## config.mk

```make
export PLATFORM = sky130hd
export DESIGN_NAME = fp_add_normalize
export DESIGN_NICKNAME = d
export VERILOG_FILES = /design/src/rtl/fp_add_normalize.sv
export SDC_FILE = /design/constraint.sdc
export NUM_CORES = 1
export LEC_CHECK = 0
export ABC_AREA = 1
export CAP_MARGIN = 10
export CORE_AREA = 5 5 234 236
export DETAILED_ROUTE_END_ITERATION = 10
export DIE_AREA = 0 0 239 241
export PLACE_DENSITY = 0.49
export SLEW_MARGIN = 20
export SYNTH_ARGS = -nofsm -noshare
export SYNTH_HDL_FRONTEND = slang
export SYNTH_SLANG_ARGS = --single-unit
```

## constraint.sdc

```tcl
create_clock -name clk -period 5.2 [get_ports clk]
set_input_delay 1.04 -clock clk [delete_from_list [all_inputs] [get_ports clk]]
set_output_delay 1.04 -clock clk [all_outputs]
set_load 0.005 [all_outputs]
```

## src/rtl/fp_add_normalize.sv

```systemverilog
// fp_add_normalize -- multi-cycle add/normalize/round back end of a
// single-precision adder. Operands arrive already aligned to a common
// exponent; the block adds or subtracts the magnitudes, normalizes with
// one shift per cycle, rounds to nearest-even and packs an IEEE-754 word.
//
// Ports:
//   clk, res            clock, synchronous active-high reset
//   in_a, in_b          27-bit aligned operands {sign, hidden, frac[22:0], guard, sticky}
//   in_exp              common biased exponent
//   in_valid/in_ready   operand handshake (ready only while idle)
//   out_result          packed single-precision result
//   out_valid/out_ready result handshake; result and flags held until taken
//   out_zero, out_ovf   exact/flushed zero, overflow to infinity
module fp_add_normalize (
  input  logic        clk,
  input  logic        res,
  input  logic [26:0] in_a,
  input  logic [26:0] in_b,
  input  logic [7:0]  in_exp,
  input  logic        in_valid,
  output logic        in_ready,
  output logic [31:0] out_result,
  output logic        out_valid,
  input  logic        out_ready,
  output logic        out_zero,
  output logic        out_ovf
);

  typedef enum logic [2:0] {S_IDLE, S_ADD, S_NORM, S_ROUND, S_DONE} state_e;

  state_e      state_q, state_d;
  logic [26:0] a_q, a_d, b_q, b_d;
  logic [26:0] mant_q, mant_d;
  logic        sign_q, sign_d;
  logic [9:0]  exp_q, exp_d;     // headroom for +1 in NORM and +1 in ROUND
  logic        pad_q, pad_d;
  logic [31:0] result_q, result_d;
  logic        zero_q, zero_d;
  logic        ovf_q, ovf_d;

  // Magnitude add/subtract of the captured operands.
  logic [26:0] mag_a, mag_b, sum_mag;
  logic        sum_sign;

  always_comb begin
    mag_a = {1'b0, a_q[25:0]};
    mag_b = {1'b0, b_q[25:0]};
    if (a_q[26] == b_q[26]) begin
      sum_mag  = mag_a + mag_b;
      sum_sign = a_q[26];
    end else if (mag_a > mag_b) begin
      sum_mag  = mag_a - mag_b;
      sum_sign = a_q[26];
    end else if (mag_b > mag_a) begin
      sum_mag  = mag_b - mag_a;
      sum_sign = b_q[26];
    end else begin
      sum_mag  = '0;           // cancellation is always +0
      sum_sign = 1'b0;
    end
  end

  // Round-to-nearest-even on the normalized mantissa (bit 25 set).
  logic        rnd_inc;
  logic [24:0] rnd;
  logic [9:0]  exp_rnd;
  logic [22:0] frac_rnd;

  always_comb begin
    rnd_inc  = mant_q[1] & (mant_q[0] | mant_q[2]);
    rnd      = {1'b0, mant_q[25:2]} + {24'd0, rnd_inc};
    // carry out of the hidden bit renormalizes by one right shift
    exp_rnd  = exp_q + {9'd0, rnd[24]};
    frac_rnd = rnd[24] ? rnd[23:1] : rnd[22:0];
  end

  always_comb begin
    state_d  = state_q;
    a_d      = a_q;
    b_d      = b_q;
    mant_d   = mant_q;
    sign_d   = sign_q;
    exp_d    = exp_q;
    pad_d    = pad_q;
    result_d = result_q;
    zero_d   = zero_q;
    ovf_d    = ovf_q;
    case (state_q)
      S_IDLE: begin
        if (in_valid) begin
          a_d     = in_a;
          b_d     = in_b;
          exp_d   = {2'b00, in_exp};
          pad_d   = 1'b0;
          state_d = S_ADD;
        end
      end
      S_ADD: begin
        mant_d = sum_mag;
        sign_d = sum_sign;
        if (sum_mag == '0) begin
          // Zero result spends two cycles in ADD so its latency is a fixed 2.
          if (pad_q) begin
            result_d = 32'h0000_0000;
            zero_d   = 1'b1;
            state_d  = S_DONE;
          end else begin
            pad_d = 1'b1;
          end
        end else begin
          state_d = S_NORM;
        end
      end
      S_NORM: begin
        if (mant_q[26]) begin
          mant_d = {1'b0, mant_q[26:2], mant_q[1] | mant_q[0]};
          exp_d  = exp_q + 10'd1;
        end else if (!mant_q[25]) begin
          if (exp_q <= 10'd1) begin
            // no denormals: flush to signed zero
            result_d = {sign_q, 31'd0};
            zero_d   = 1'b1;
            state_d  = S_DONE;
          end else begin
            mant_d = {mant_q[25:0], 1'b0};
            exp_d  = exp_q - 10'd1;
          end
        end else begin
          state_d = S_ROUND;
        end
      end
      S_ROUND: begin
        if (exp_rnd >= 10'd255) begin
          result_d = {sign_q, 8'hFF, 23'd0};
          ovf_d    = 1'b1;
        end else begin
          result_d = {sign_q, exp_rnd[7:0], frac_rnd};
        end
        state_d = S_DONE;
      end
      S_DONE: begin
        if (out_ready) begin
          result_d = 32'h0000_0000;
          zero_d   = 1'b0;
          ovf_d    = 1'b0;
          state_d  = S_IDLE;
        end
      end
      default: state_d = S_IDLE;
    endcase
  end

  always_ff @(posedge clk) begin
    if (res) begin
      state_q  <= S_IDLE;
      a_q      <= '0;
      b_q      <= '0;
      mant_q   <= '0;
      sign_q   <= 1'b0;
      exp_q    <= '0;
      pad_q    <= 1'b0;
      result_q <= '0;
      zero_q   <= 1'b0;
      ovf_q    <= 1'b0;
    end else begin
      state_q  <= state_d;
      a_q      <= a_d;
      b_q      <= b_d;
      mant_q   <= mant_d;
      sign_q   <= sign_d;
      exp_q    <= exp_d;
      pad_q    <= pad_d;
      result_q <= result_d;
      zero_q   <= zero_d;
      ovf_q    <= ovf_d;
    end
  end

  assign in_ready   = (state_q == S_IDLE);
  assign out_valid  = (state_q == S_DONE);
  assign out_result = result_q;
  assign out_zero   = zero_q;
  assign out_ovf    = ovf_q;

endmodule

```

==> run metrics, run 1 <==
status completed; Syn Nets 2388; Ys Warns 0; gr usage total 16.5%; largest net degree at the start of global routing 72; post-route clock period utilization 86.4%; Hold/Removal Path Class register to register; wire per inst 15.9 µm; number of global-route vias before repair 13900; top cells by area, synth dfxtp_1 (20%), nand2_1 (19%), inv_1 (11%); Longest Clk Path Bufs 2; drt total wl 47500 µm; worst slew pin tran 1.00 ns; Post-synth EDFFs 0; Hold Fails Final Rpt 0; Final min period 4.50 ns; register area share after synthesis 20.0%; Routability Congestion 0.914; TritonRoute pass-1 iters 6; H-tree depth 4; max_cap viols 0; CTS Buf Count 17; Fin Setup TNS 0 ns; Seq cells post-synth 130; Starting Density 24.9%; antenna cells 0; Pwr per Cell Area 705 nW/µm²; CP Class register to register; post-synthesis async set-or-reset flop share 0%; worst hold slack 0.462 ns; worst skew pair latency 0.49 ns; Sink Count 130; Final Net Count 2437; layout cells sized above 1 6.40%; worst relative slew slack 32.9%; # DRC 0; fmax 222 MHz; post-DP HPWL 38700 µm; post-synthesis instance area 13000 µm²; # IOs 102; crit path DAT 4.90 ns; first-pass GRT wire length 74900 µm; cells after synthesis 2235; # fillers 5977; hold buffers post-CTS 0; count of input and output buffers 101; drt initial violations 855; Rows 84; Slew Viols, Final 0; routed vias 14000; synthesis-to-finish area growth 16.8%; top cell type's share of synthesized area 20.0%; Placeable Area 52200 µm²; Die Ht 241 µm; maximum VDD drop 315 µV; post-route ant nets 0; Die ar. 57600 µm²; critical path startpoint category register; GR Overflow Total 0; post-synthesis area per instance 5.81 µm²; final setup fails 0; Worst Path Required 5.61 ns; Synth Flop Type dfxtp_1; Pleak 7.32 nW; CTS tree yes; CP Capture Type register; Synth cell types 53; CP Max Fanout 6; post-DR vias/cell 4.69; clock-pin slew on the worst setup and hold paths 0.06 ns; Root Driver clkbuf_16; Final Skew 0.0209 ns; die width 239 µm; initial antenna violation count 0; cell taking the most area after synthesis dfxtp_1; RSZ-0062 raised after global routing false
## what timing repair did
action	in CTS	in global routing
buffers inserted	0	0
setup endpoints to repair	0	8
hold endpoints to repair	0	0
gates resized for setup	0	1
## cells by family (layout without fill, tap and decap cells)
family	Yosys count	count (layout)	synth area share, %
fa+ha+maj	87	87	8.56
flops	130	130	20.0
compound gates	398	398	17.3
buf+inv	483	545	15.0
simple gates	1084	1084	35.5
xor+xnor	53	53	3.57
## synthesized netlist by cell type, types with 10 or more instances
master,count
inv_1,370
nand4_1,63
ha_1,84
buf_4,21
nor3_1,17
clkbuf_1,43
xor2_1,51
o21ai_0,143
nand2_1,644
nor2_1,187
nand2_2,19
a21oi_1,163
inv_2,22
o21ai_1,10
o221a_2,20
dfxtp_1,130
nand3_1,114
a31oi_1,17
o22ai_1,15
## report_power, final
part	internal (mW)	switching (mW)	total [mW]
Clock	0.756	0.525	1.28
Sequential	1.33	0.320	1.65
Combinational	2.42	5.35	7.76
Total	4.50	6.19	10.7
## cells in the final DEF, fill, tap and decap left out, types with 8 or more instances in the layout
cell,instances
nand2_1,643
nor2_2,8
or2_2,8
a31oi_1,16
o21ai_1,10
o22ai_1,15
nand3_1,114
nor2_1,186
o21ai_0,143
o221a_2,20
nand2_2,19
nor3_1,17
a21oi_1,163
clkdlybuf4s50_1,101
inv_1,370
inv_2,22
buf_4,16
ha_1,84
xor2_1,51
dfxtp_1,130
nand4_1,63
clkbuf_16,17
## per-stage QoR
step / util [%] / total power [mW] / worst slack [ns] / instance area [µm²] / instances
5_1_grt: 29.0 / 11.8 / 0.0352 / 15200 / 2985
4_1_cts: 29.0 / 10.7 / 0.521 / 15200 / 2985
3_5_place_dp: 27.9 / 9.39 / 0.539 / 14600 / 2953
6_report: 29.0 / 10.7 / 0.705 / 15200 / 2985
3_3_place_gp: 27.9 / 9.34 / 0.683 / 14600 / 2953
2_1_floorplan: - / 7.19 / 1.54 / 13000 / 2235
## sequential cells by signal, summed over array words and instances, names as in the netlist
signal / cells
out_result: 32
a_q: 27
b_q: 27
mant_q: 27
exp_q: 10
state_q: 3
out_ovf: 1
out_zero: 1
pad_q: 1
sign_q: 1
## per-layer routing
layer	wire length [µm]	global-route usage (%)	part of all wire (%)	vias up
met1	21600	21.0	45	6388
li1	-	-	-	7201
met4	1550	6.28	3.3	0
met3	2180	2.73	4.6	67
met2	22200	28.1	47	357
met5	0	0	0	-
## critical path, stage by stage, from the launching register on
cell     delay (ns)
dfxtp_1        0.39
nand2_1        0.14
inv_1          0.08
ha_1           0.16
nand2_1        0.06
nor2_1         0.15
nand3_1        0.12
inv_1          0.09
nand2_1        0.08
nor2_1         0.13
nand2_1        0.11
nor2_1         0.23
nand2_1        0.11
nor2_1         0.28
ha_1           0.24
ha_1           0.21
nand2_1        0.09
nor2_1         0.12
xnor2_1        0.13
inv_1          0.06
nand4_1        0.06
or2_2          0.11
nand3_1        0.21
nor3b_1        0.67
a31oi_1        0.09
nand4_1        0.13
nand2_1        0.07
nor2_1         0.11
## path summary, 6_finish.rpt
path	start	end	slack [ns]	cells past startpoint
setup / recovery	mant_q[1]	out_result[14]	0.70	27
hold reg to reg	out_ovf	out_ovf	0.46	2
setup reg to reg	mant_q[1]	out_result[14]	0.70	27
hold / removal	out_ovf	out_ovf	0.46	2
## layout make-up
cell class	instances	area, µm²	share of cell area (%)
Clock buffer	17	425	2.80
Clock inverter	15	184	1.21
Inverter	396	1490	9.83
Multi-Input combinational cell	1622	8470	55.9
Sequential cell	130	2600	17.2
Tap cell	688	861	5.68
Timing Repair Buffer	117	1130	7.46
Power figures use the tool's default switching activity.
==> run 2, diff against run 1 <==
CORE_AREA = 5 5 199 201   (was 5 5 234 236)
DIE_AREA = 0 0 204 206   (was 0 0 239 241)
PLACE_DENSITY = 0.6   (was 0.49)
==> run 2 against run 1 <==
Net effect: via count down 0.54%; setup slack gained 0.034 ns; core utilization increased by 11 points; cell count fell by 5.9%; clock-buffer cell count up 1.
==> run metrics, run 2 (synthesized netlist as in run 1, its figures left out) <==
maximum VDD drop 286 µV (-9.0%); commonest non-fill, non-tap cell in the layout nand2_1; post-route cell area 14900 µm² (-1.7%); GR Overflow Total 0 (unchanged); worst skew pair latency 0.46 ns (-0.03 ns); Starting Density 34.7% (+9.9 points); Multi-input gate area 8470 µm² (about the same); antenna cells 0 (unchanged); die width 204 µm (-15%); routed vias 13900 (-0.54%); CP Class register to register; crit path DAT 4.85 ns (-0.05 ns); worst slew pin tran 0.955 ns (-0.0482 ns); post-CTS sizing 0 (unchanged); RSZ-0062 raised after global routing false; first-pass GRT wire length 69800 µm (-6.8%); Sink Count 130 (unchanged); Pwr per Cell Area 707 nW/µm² (+0.20%); gr usage total 20.7% (+4.2 points); Rows 71 (-15%); final setup fails 0 (unchanged); post-route ant nets 0 (unchanged); status completed; post-route clock period utilization 85.8% (-0.65 points); Die Ht 206 µm (-15%); synthesis-to-finish area growth 14.9%; count of input and output buffers 101 (unchanged); fmax 224 MHz (+0.76%); Final Net Count 2438 (+0.041%); # fillers 4203 (-30%); max_cap viols 0 (unchanged); Storage cell area 2600 µm² (unchanged); number of global-route vias before repair 13300 (-3.9%); CTS Buf Count 17 (unchanged); post-DP HPWL 35500 µm (-8.3%); Routability Congestion 0.963 (+5.3%); Placeable Area 37400 µm² (-28%); Pleak 7.30 nW (-0.23%); drt initial violations 1105 (+29%); TritonRoute pass-1 iters 5 (-1); DP Area 14300 µm² (-1.4%); number of flip-flops in the largest register 32 (unchanged); Worst Path Required 5.58 ns (-0.03 ns); CTS tree yes; # IOs 102 (unchanged); critical path startpoint category register; worst relative slew slack 36.3% (+3.4 points); CP Max Fanout 6 (unchanged); drt total wl 44200 µm (-7.1%); Slew Viols, Final 0 (unchanged); hold buffers post-CTS 0 (unchanged); Longest Clk Path Bufs 2 (unchanged); Hold/Removal Path Class register to register; wire per inst 15.7 µm (-1.3%); H-tree depth 4 (unchanged); # DRC 0 (unchanged); setup bufs post-CTS 0 (unchanged); Non-Filler Instances 2809 (-5.9%); largest net degree at the start of global routing 74 (+2.8%); Root Driver clkbuf_16; Final Skew 0.0178 ns (-0.00306 ns); commonest cells after routing, fill and taps aside nand2_1 (643), inv_1 (370), nor2_1 (186); initial antenna violation count 1 (+1); Fin Setup TNS 0 ns (unchanged); Die ar. 42000 µm² (-27%); Final min period 4.46 ns (-0.0339 ns); clock-pin slew on the worst setup and hold paths 0.07 ns (about the same); Hold Fails Final Rpt 0 (unchanged); placed insts 2777 (-6.0%); CP Capture Type register; layout cells sized above 1 6.40% (about the same); post-DR vias/cell 4.96 (+5.7%)
==> run 2: cell count changes in the layout (fill, tap and decap cells not counted), moves of 2 or more <==
cell,before,now
clkinvlp_4,2,4
inv_6,2,6
clkinv_4,4,0
bufinv_16,3,1
==> run 2: metrics by stage <==
| step | total power, mW | utilization (%) | setup WS, ns | hold slack, ns |
|---|---|---|---|---|
| 2_1_floorplan | 7.19 | - | 1.54 | 0.444 |
| 3_3_place_gp | 9.18 | 38.4 | 0.931 | 0.450 |
| 3_5_place_dp | 9.25 | 38.4 | 0.736 | 0.451 |
| 4_1_cts | 10.5 | 39.9 | 0.718 | 0.461 |
| 5_1_grt | 11.6 | 39.9 | 0.254 | 0.480 |
| 6_report | 10.5 | 39.9 | 0.739 | 0.460 |
==> run 2: metal layers <==
| layer | track usage, % | wire length [µm] |
|---|---|---|
| met5 | 0 | 9 |
| met4 | 6.94 | 1280 |
| met3 | 2.76 | 1940 |
| met2 | 36.5 | 21100 |
| met1 | 26.3 | 19800 |
==> run 2: final timing paths <==
check / start / end / slack (ns) / depth (start not counted)
setup / recovery: mant_q[1] / out_result[16] / 0.74 / 27
hold / removal: out_zero / out_zero / 0.46 / 2
setup reg to reg: mant_q[1] / out_result[16] / 0.74 / 27
hold reg to reg: out_zero / out_zero / 0.46 / 2
==> run 2: layout make-up <==
cell class,count,area share [%]
multi-input combinational,1622,56.8
sequential,130,17.4
inverter,396,9.98
timing repair buffer,118,7.72
tap,511,4.29
clock buffer,18,2.94
clock inverter,14,0.856
==> run 2: critical path, stage by stage (launching register included) <==
cell and delay (ns):
dfxtp_1 0.39, nand2_1 0.13, inv_1 0.08, ha_1 0.17, nand2_1 0.06, nor2_1 0.15, nand3_1 0.12, inv_1 0.08
nand2_1 0.08, nor2_1 0.13, nand2_1 0.11, nor2_1 0.21, nand2_1 0.11, nor2_1 0.31, ha_1 0.25, ha_1 0.21
nand2_1 0.10, nor2_1 0.13, xnor2_1 0.13, inv_1 0.07, nand4_1 0.06, or2_2 0.11, nand3_1 0.21, nor3b_1 0.64
a31oi_1 0.10, nand4_1 0.12, nand2_1 0.07, nor2_1 0.08
==> run 2: power breakdown <==
part	leakage [nW]	internal [mW]	switching [mW]
combinational	5.96	2.43	5.25
sequential	1.07	1.33	0.317
clock	0.270	0.675	0.534
total	7.30	4.44	6.10
